--- src/rtl/pipe_flush_ctrl.sv ---
// ---------------------------------------------------------------------------
// pipe_flush_ctrl
//
// Pipeline flush/hold controller. Several redirect sources (branch, trap,
// interrupt, ...) raise request levels. A rising edge on a request asks for a
// redirect. The controller arbitrates simultaneous edges by fixed priority,
// where index 0 is the most urgent. It then opens a redirect window. During
// the window it broadcasts a registered redirect flag and target address to
// fetch, flushes every pipeline stage and holds the pipeline. The window
// lasts FLUSH_CYCLES cycles. An external hold request freezes the window
// countdown and is also forwarded to the pipeline hold.
//
// Ports:
//   clk              core clock
//   rst              synchronous reset, active-high, dominates everything
//   jump_req_in      per-source request level, bit i = source i
//   jump_addr_in     per-source target, source i at [i*ADDR_W +: ADDR_W]
//   hold_req_in      external hold request (level)
//   jump_flag_out    redirect valid to fetch
//   jump_addr_out    redirect target, 0 while no redirect is active
//   flush_stage_out  per-stage flush, every bit equals jump_flag_out
//   hold_flag_out    pipeline hold = registered (window active | hold_req_in)
//   grant_out        one-hot owner of the current window, 0 when idle
//   busy_out         window active
//   drop_pulse_out   one-cycle pulse: an accepted request edge was discarded
//
// FLUSH_CYCLES must lie in 1..15 so that the reload value fits the counter.
// ---------------------------------------------------------------------------
module pipe_flush_ctrl #(
    parameter int ADDR_W       = 32,
    parameter int NUM_SRC      = 3,
    parameter int FLUSH_CYCLES = 2,
    parameter int NUM_STAGES   = 3
) (
    input  logic                      clk,
    input  logic                      rst,
    input  logic [NUM_SRC-1:0]        jump_req_in,
    input  logic [NUM_SRC*ADDR_W-1:0] jump_addr_in,
    input  logic                      hold_req_in,
    output logic                      jump_flag_out,
    output logic [ADDR_W-1:0]         jump_addr_out,
    output logic [NUM_STAGES-1:0]     flush_stage_out,
    output logic                      hold_flag_out,
    output logic [NUM_SRC-1:0]        grant_out,
    output logic                      busy_out,
    output logic                      drop_pulse_out
);

    localparam int CNT_W = 4;
    localparam logic [CNT_W-1:0] CNT_RELOAD = CNT_W'(FLUSH_CYCLES - 1);

    typedef enum logic {
        IDLE  = 1'b0,
        FLUSH = 1'b1
    } state_t;

    // Isolates the lowest set bit, i.e. the highest-priority requester.
    function automatic logic [NUM_SRC-1:0] lowest_one_hot(
        input logic [NUM_SRC-1:0] v
    );
        return v & ((~v) + NUM_SRC'(1));
    endfunction

    // One-hot address select; a zero select yields a zero address.
    function automatic logic [ADDR_W-1:0] select_addr(
        input logic [NUM_SRC-1:0]        sel,
        input logic [NUM_SRC*ADDR_W-1:0] addrs
    );
        logic [ADDR_W-1:0] acc;
        acc = '0;
        for (int i = 0; i < NUM_SRC; i++) begin
            if (sel[i]) begin
                acc = acc | addrs[i*ADDR_W +: ADDR_W];
            end
        end
        return acc;
    endfunction

    state_t               state_q, state_d;
    logic [CNT_W-1:0]     cnt_q, cnt_d;
    logic [NUM_SRC-1:0]   req_d1_q, req_d1_d;
    logic                 jump_flag_q, jump_flag_d;
    logic [ADDR_W-1:0]    jump_addr_q, jump_addr_d;
    logic [NUM_SRC-1:0]   grant_q, grant_d;
    logic                 hold_flag_q, hold_flag_d;
    logic                 drop_q, drop_d;

    logic [NUM_SRC-1:0]   edge_vec;
    logic [NUM_SRC-1:0]   win_oh;
    logic                 any_edge;
    logic                 losers;
    logic                 preempt;
    logic                 start_window;

    always_comb begin
        edge_vec = jump_req_in & ~req_d1_q;
        win_oh   = lowest_one_hot(edge_vec);
        any_edge = |edge_vec;
        losers   = |(edge_vec & ~win_oh);
        // grant_q - 1 masks every source strictly more urgent than the owner.
        preempt  = (state_q == FLUSH) && (|(win_oh & (grant_q - NUM_SRC'(1))));

        state_d      = state_q;
        cnt_d        = cnt_q;
        req_d1_d     = jump_req_in;
        jump_flag_d  = jump_flag_q;
        jump_addr_d  = jump_addr_q;
        grant_d      = grant_q;
        drop_d       = 1'b0;
        start_window = 1'b0;

        case (state_q)
            IDLE: begin
                if (any_edge) begin
                    start_window = 1'b1;
                end
            end
            FLUSH: begin
                if (preempt) begin
                    start_window = 1'b1;
                end else begin
                    // Equal or lower priority edges never disturb a window.
                    drop_d = any_edge;
                    if (!hold_req_in) begin
                        if (cnt_q == '0) begin
                            state_d     = IDLE;
                            jump_flag_d = 1'b0;
                            jump_addr_d = '0;
                            grant_d     = '0;
                        end else begin
                            cnt_d = cnt_q - CNT_W'(1);
                        end
                    end
                end
            end
            default: begin
                state_d = IDLE;
            end
        endcase

        // A new or preempting window; a preempted owner is not a drop.
        if (start_window) begin
            state_d     = FLUSH;
            cnt_d       = CNT_RELOAD;
            jump_flag_d = 1'b1;
            jump_addr_d = select_addr(win_oh, jump_addr_in);
            grant_d     = win_oh;
            drop_d      = losers;
        end

        hold_flag_d = (state_d == FLUSH) | hold_req_in;
    end

    always_ff @(posedge clk) begin
        if (rst) begin
            state_q     <= IDLE;
            cnt_q       <= '0;
            req_d1_q    <= '0;
            jump_flag_q <= 1'b0;
            jump_addr_q <= '0;
            grant_q     <= '0;
            hold_flag_q <= 1'b0;
            drop_q      <= 1'b0;
        end else begin
            state_q     <= state_d;
            cnt_q       <= cnt_d;
            req_d1_q    <= req_d1_d;
            jump_flag_q <= jump_flag_d;
            jump_addr_q <= jump_addr_d;
            grant_q     <= grant_d;
            hold_flag_q <= hold_flag_d;
            drop_q      <= drop_d;
        end
    end

    assign jump_flag_out   = jump_flag_q;
    assign jump_addr_out   = jump_addr_q;
    assign flush_stage_out = {NUM_STAGES{jump_flag_q}};
    assign hold_flag_out   = hold_flag_q;
    assign grant_out       = grant_q;
    assign busy_out        = (state_q == FLUSH);
    assign drop_pulse_out  = drop_q;

endmodule

--- config.mk ---
export PLATFORM = sky130hd
export DESIGN_NAME = pipe_flush_ctrl
export DESIGN_NICKNAME = d
export VERILOG_FILES = /design/src/rtl/pipe_flush_ctrl.sv
export SDC_FILE = /design/constraint.sdc
export NUM_CORES = 1
export LEC_CHECK = 0
export BUFFER_PORTS_ARGS = -buffer_cell sky130_fd_sc_hd__buf_2
export CAP_MARGIN = 20
export CORE_MARGIN = 2
export CORE_UTILIZATION = 43
export DETAILED_ROUTE_END_ITERATION = 8
export HOLD_SLACK_MARGIN = 0.05
export PLACE_DENSITY = 0.8
export SLEW_MARGIN = 0
export SYNTH_ARGS = -nofsm -noshare
export SYNTH_HDL_FRONTEND = slang
export SYNTH_SLANG_ARGS = --single-unit
--- constraint.sdc ---
create_clock -name clk -period 2.44 [get_ports clk]
set_input_delay 0.122 -clock clk [delete_from_list [all_inputs] [get_ports clk]]
set_output_delay 0.122 -clock clk [all_outputs]
set_load 0.02 [all_outputs]
==> results summary <==
The worst voltage drop across the vdd grid came out at approximately 330 uV. The final period utilization is 0.912. Setup repair after global routing left no endpoint under its margin. For this run, asynchronously set or reset flops after synthesis account for 0. The starting density of the core came out at 0.439.

The final-stage net count is between 400 and 500. The post-detailed-route count of antenna-violating nets came out at 0. After routing the design area is around 0.0032 mm^2.

The number of pins with negative max-slew slack in the final report is 0. The total count of hold-check failures in the final report came out at 0. The average wire per cell in the routed design is roughly 15 um.

For this run, design rule violations remaining after detail routing come to 0. The number of cells traversed by the worst hold path came out at 2. The data arrival time of the worst path came out at approximately 2.5 ns.

The area growth from synthesis to layout is 35.6%. The region available for standard cell placement spans between 0.005 and 0.006 mm^2. The final RePlAce weighted congestion came out at a little under 0.9. The worst pin sits at a relative slew slack of 0.346. Post-CTS repair changed the size of 0 cells. The count of max-cap constraint violations came out at 0. The reg2reg setup slack is around 0.21 ns. The measured slew at the worst slew-check pin came out at about 0.98 ns. The layout cell share with drive strength beyond 1 is 0.458. The tree is rooted in a sky130_fd_sc_hd__clkbuf_8.

The count of standard-cell rows is 27. The start of the worst register-to-register path is grant_out[0]. The total overflow left after global routing is 0. The number of storage elements in the synthesis netlist is 46. The total of fill cells in the finished design came out at roughly 500. Counting every net in the synthesized netlist gives roughly 360. The area share of the leading cell type in the synthesized netlist is 0.385. Timing would allow up to 0.449 GHz. The end of the worst register-to-register path is jump_addr_out[1]. The final critical delay including setup and external delays is around 2.2 ns. The summed negative setup slack over all endpoints came out at 0 ns. The I/O pin count came out at ~140.

STA classifies the critical path startpoint as a flip-flop. The placed wire-length estimate after detailed placement came out at roughly 5300 um. The leakage power is about 1.5 nW. Among all flip-flop cells after synthesis, the most frequent one is sky130_fd_sc_hd__dfxtp_1. The startpoint identified for the worst hold timing path is jump_req_in[0]. The die covers approximately 0.006 mm^2. The average cell area after synthesis is around 9 um^2. The tree built by TritonCTS fans out to 46 sinks. The count of final setup violators came out at 0.

The setup skew after layout came out at between 0.003 and 0.004 ns. The cell area power density came out at between 500 and 600 mW/mm^2. The min-delay analysis places its worst path in the category in2reg. The cell type with the largest total area after synthesis is sky130_fd_sc_hd__dfxtp_1. The number of CTS-inserted buffers came out at 5. STA classifies the critical path endpoint as a flip-flop. The first detailed-routing pass took 5 iterations. The post-synthesis instance total came out at around 260. The number of warnings printed during yosys synthesis came out at 0. The count of cells in the finished layout, fillers not included, comes to ~470. The run finished with clean final reports. Across all hold checks on the routed design, the worst slack comes to around 0.077 ns. The per-cell via count in the routed design came out at 5.68. The setup path with the least slack is of type reg2reg. The number of H-tree levels is 2. The total of buffers placed on input and output ports is between 100 and 150.

In the post-synthesis netlist, the biggest area contributors are sky130_fd_sc_hd__dfxtp_1, sky130_fd_sc_hd__a222oi_1, sky130_fd_sc_hd__o2bb2ai_1, sky130_fd_sc_hd__mux2i_1, sky130_fd_sc_hd__nand2_1. The number of global-route vias before repair came to between 2000 and 2500. TritonCTS built the clock tree. sky130_fd_sc_hd__dfxtp_1 is the most common cell in the netlist. The repair_antennas step left the layout with diodes totalling 0.

The instance count after placement with tap cells included is around 460. The clock passes through at most 2 buffers. The required arrival time at the worst endpoint came out at around 2.7 ns. The netlist area before placement is 0.00239 mm^2. The largest fanout of any net on the critical path came out at 13.

The path depth of the worst reg2reg path is 7. The largest net degree at the start of global routing came out at 28. After clock tree synthesis, the clock-pin slew on the worst setup and hold paths is about 0.080 ns. In this run the horizontal extent of the chip is 78.6 um. The proportion of synthesized chip area in sequential cells is 0.385.

In the global route stage, overall resource usage came out at 0.221. The violation count after the first detailed-route iteration came out at 180. The height of the chip is 78.6 um. The overall via count from detail_route came out at between 2000 and 3000. At the later pin of the worst-skew pair, clock insertion delay measures a little under 0.3 ns.

The instance area after placement is roughly 0.0031 mm^2. The distinct cell type count of the synthesized netlist is 41. By count the netlist is led by sky130_fd_sc_hd__dfxtp_1, sky130_fd_sc_hd__nand2_1, sky130_fd_sc_hd__a222oi_1, sky130_fd_sc_hd__o2bb2ai_1, sky130_fd_sc_hd__nand3_1. The endpoint with the worst hold slack is req_d1_q[0].

The number of antenna violations at the first check in global routing is 0. The final layout contains routed wiring with a total length of between 7000 and 8000 um. The synthesized design contains 0 enable-type register cells.

The first global-routing pass estimated 11000 um of wire.
==> cells by family (layout without fill, tap and decap cells) <==
kind of cell / after synthesis / count (layout) / synth area share
adder cells (fa/ha/maj): 3 / 3 / 0.0157
flip-flops: 46 / 46 / 0.385
buffers and inverters: 34 / 169 / 0.0743
AO/OA/AOI/OAI: 78 / 78 / 0.281
multiplexers: 13 / 13 / 0.0544
AND/OR/NAND/NOR: 82 / 82 / 0.182
XOR/XNOR: 2 / 2 / 0.00733
==> per-layer routing <==
metal / track usage / vias up / share of wire
li1: - / 1280 / -
met1: 0.265 / 1232 / 0.42
met2: 0.398 / 122 / 0.51
met3: 0.0391 / 5 / 0.068
met4: 0.0649 / 0 / 0.0065
met5: 0 / - / 0
==> worst max-delay path by stage <==
stage / end / cells past startpoint / start
after floorplan: grant_out[0] / 7 / grant_out[0]
after global placement: jump_addr_out[27] / 7 / grant_out[0]
after detailed placement: jump_addr_out[8] / 7 / grant_out[0]
after CTS: jump_addr_out[1] / 7 / grant_out[0]
after global routing: jump_addr_out[30] / 7 / grant_out[0]
final: jump_addr_out[1] / 7 / grant_out[0]
==> area by class of cell <==
cell class              instances  area [um^2]  area share
multi-input cells             178         1290       0.399
flip-flops and latches         46          921       0.284
repair buffers                155          808       0.249
clock buffers                   7         96.3      0.0297
well taps                      72         90.1      0.0278
inverters                       6         22.5     0.00695
clock inverters                 1         8.76     0.00270
==> sequential cells by signal, summed over array words and instances, names as in the netlist <==
name and flops:
busy_out 1, cnt_q 4, drop_pulse_out 1, grant_out 3, hold_flag_out 1, jump_addr_out 32
jump_flag_out 1, req_d1_q 3
==> metrics by stage <==
step,total power [mW],utilization,worst slack (ns)
5_1_grt,2.01,0.596,0.0717
3_5_place_dp,1.42,0.575,0.261
4_1_cts,1.93,0.596,0.237
3_3_place_gp,1.41,0.575,0.370
6_report,1.92,0.596,0.214
2_1_floorplan,1.22,-,0.302
==> where the power goes <==
part	leakage [nW]	switching (mW)	total [mW]	internal (mW)
clock network	0.0544	0.253	0.512	0.260
logic	1.07	0.316	0.545	0.229
registers	0.379	0.0420	0.858	0.816
total	1.50	0.611	1.92	1.31
==> worst max-delay path, stage by stage (launching register included) <==
cell and delay, ns:
sky130_fd_sc_hd__dfxtp_1 0.41, sky130_fd_sc_hd__inv_1 0.07, sky130_fd_sc_hd__ha_1 0.28, sky130_fd_sc_hd__or3b_1 0.42, sky130_fd_sc_hd__o211a_1 0.30, sky130_fd_sc_hd__o21ai_4 0.18
sky130_fd_sc_hd__buf_4 0.27, sky130_fd_sc_hd__mux2i_1 0.22
==> layout by cell type (no fill, tap or decap), drive strengths merged, types with 4 or more instances in the layout <==
cell type and instances:
dfxtp 46, nor2 4, o21ai 5, o2bb2ai 20, clkbuf 7, mux2i 13, a21oi 8, inv 6
a222oi 20, nand4 13, nor2b 7, nand2 29, buf 154, a31o 12, nand3 14
==> repair_timing <==
action,in CTS,in global routing
endpoints found under the hold margin,1,0
setup endpoints to repair,0,0
setup buffers,0,0
hold buffers,1,0
Note: power is estimated with default switching activity, not from simulation.
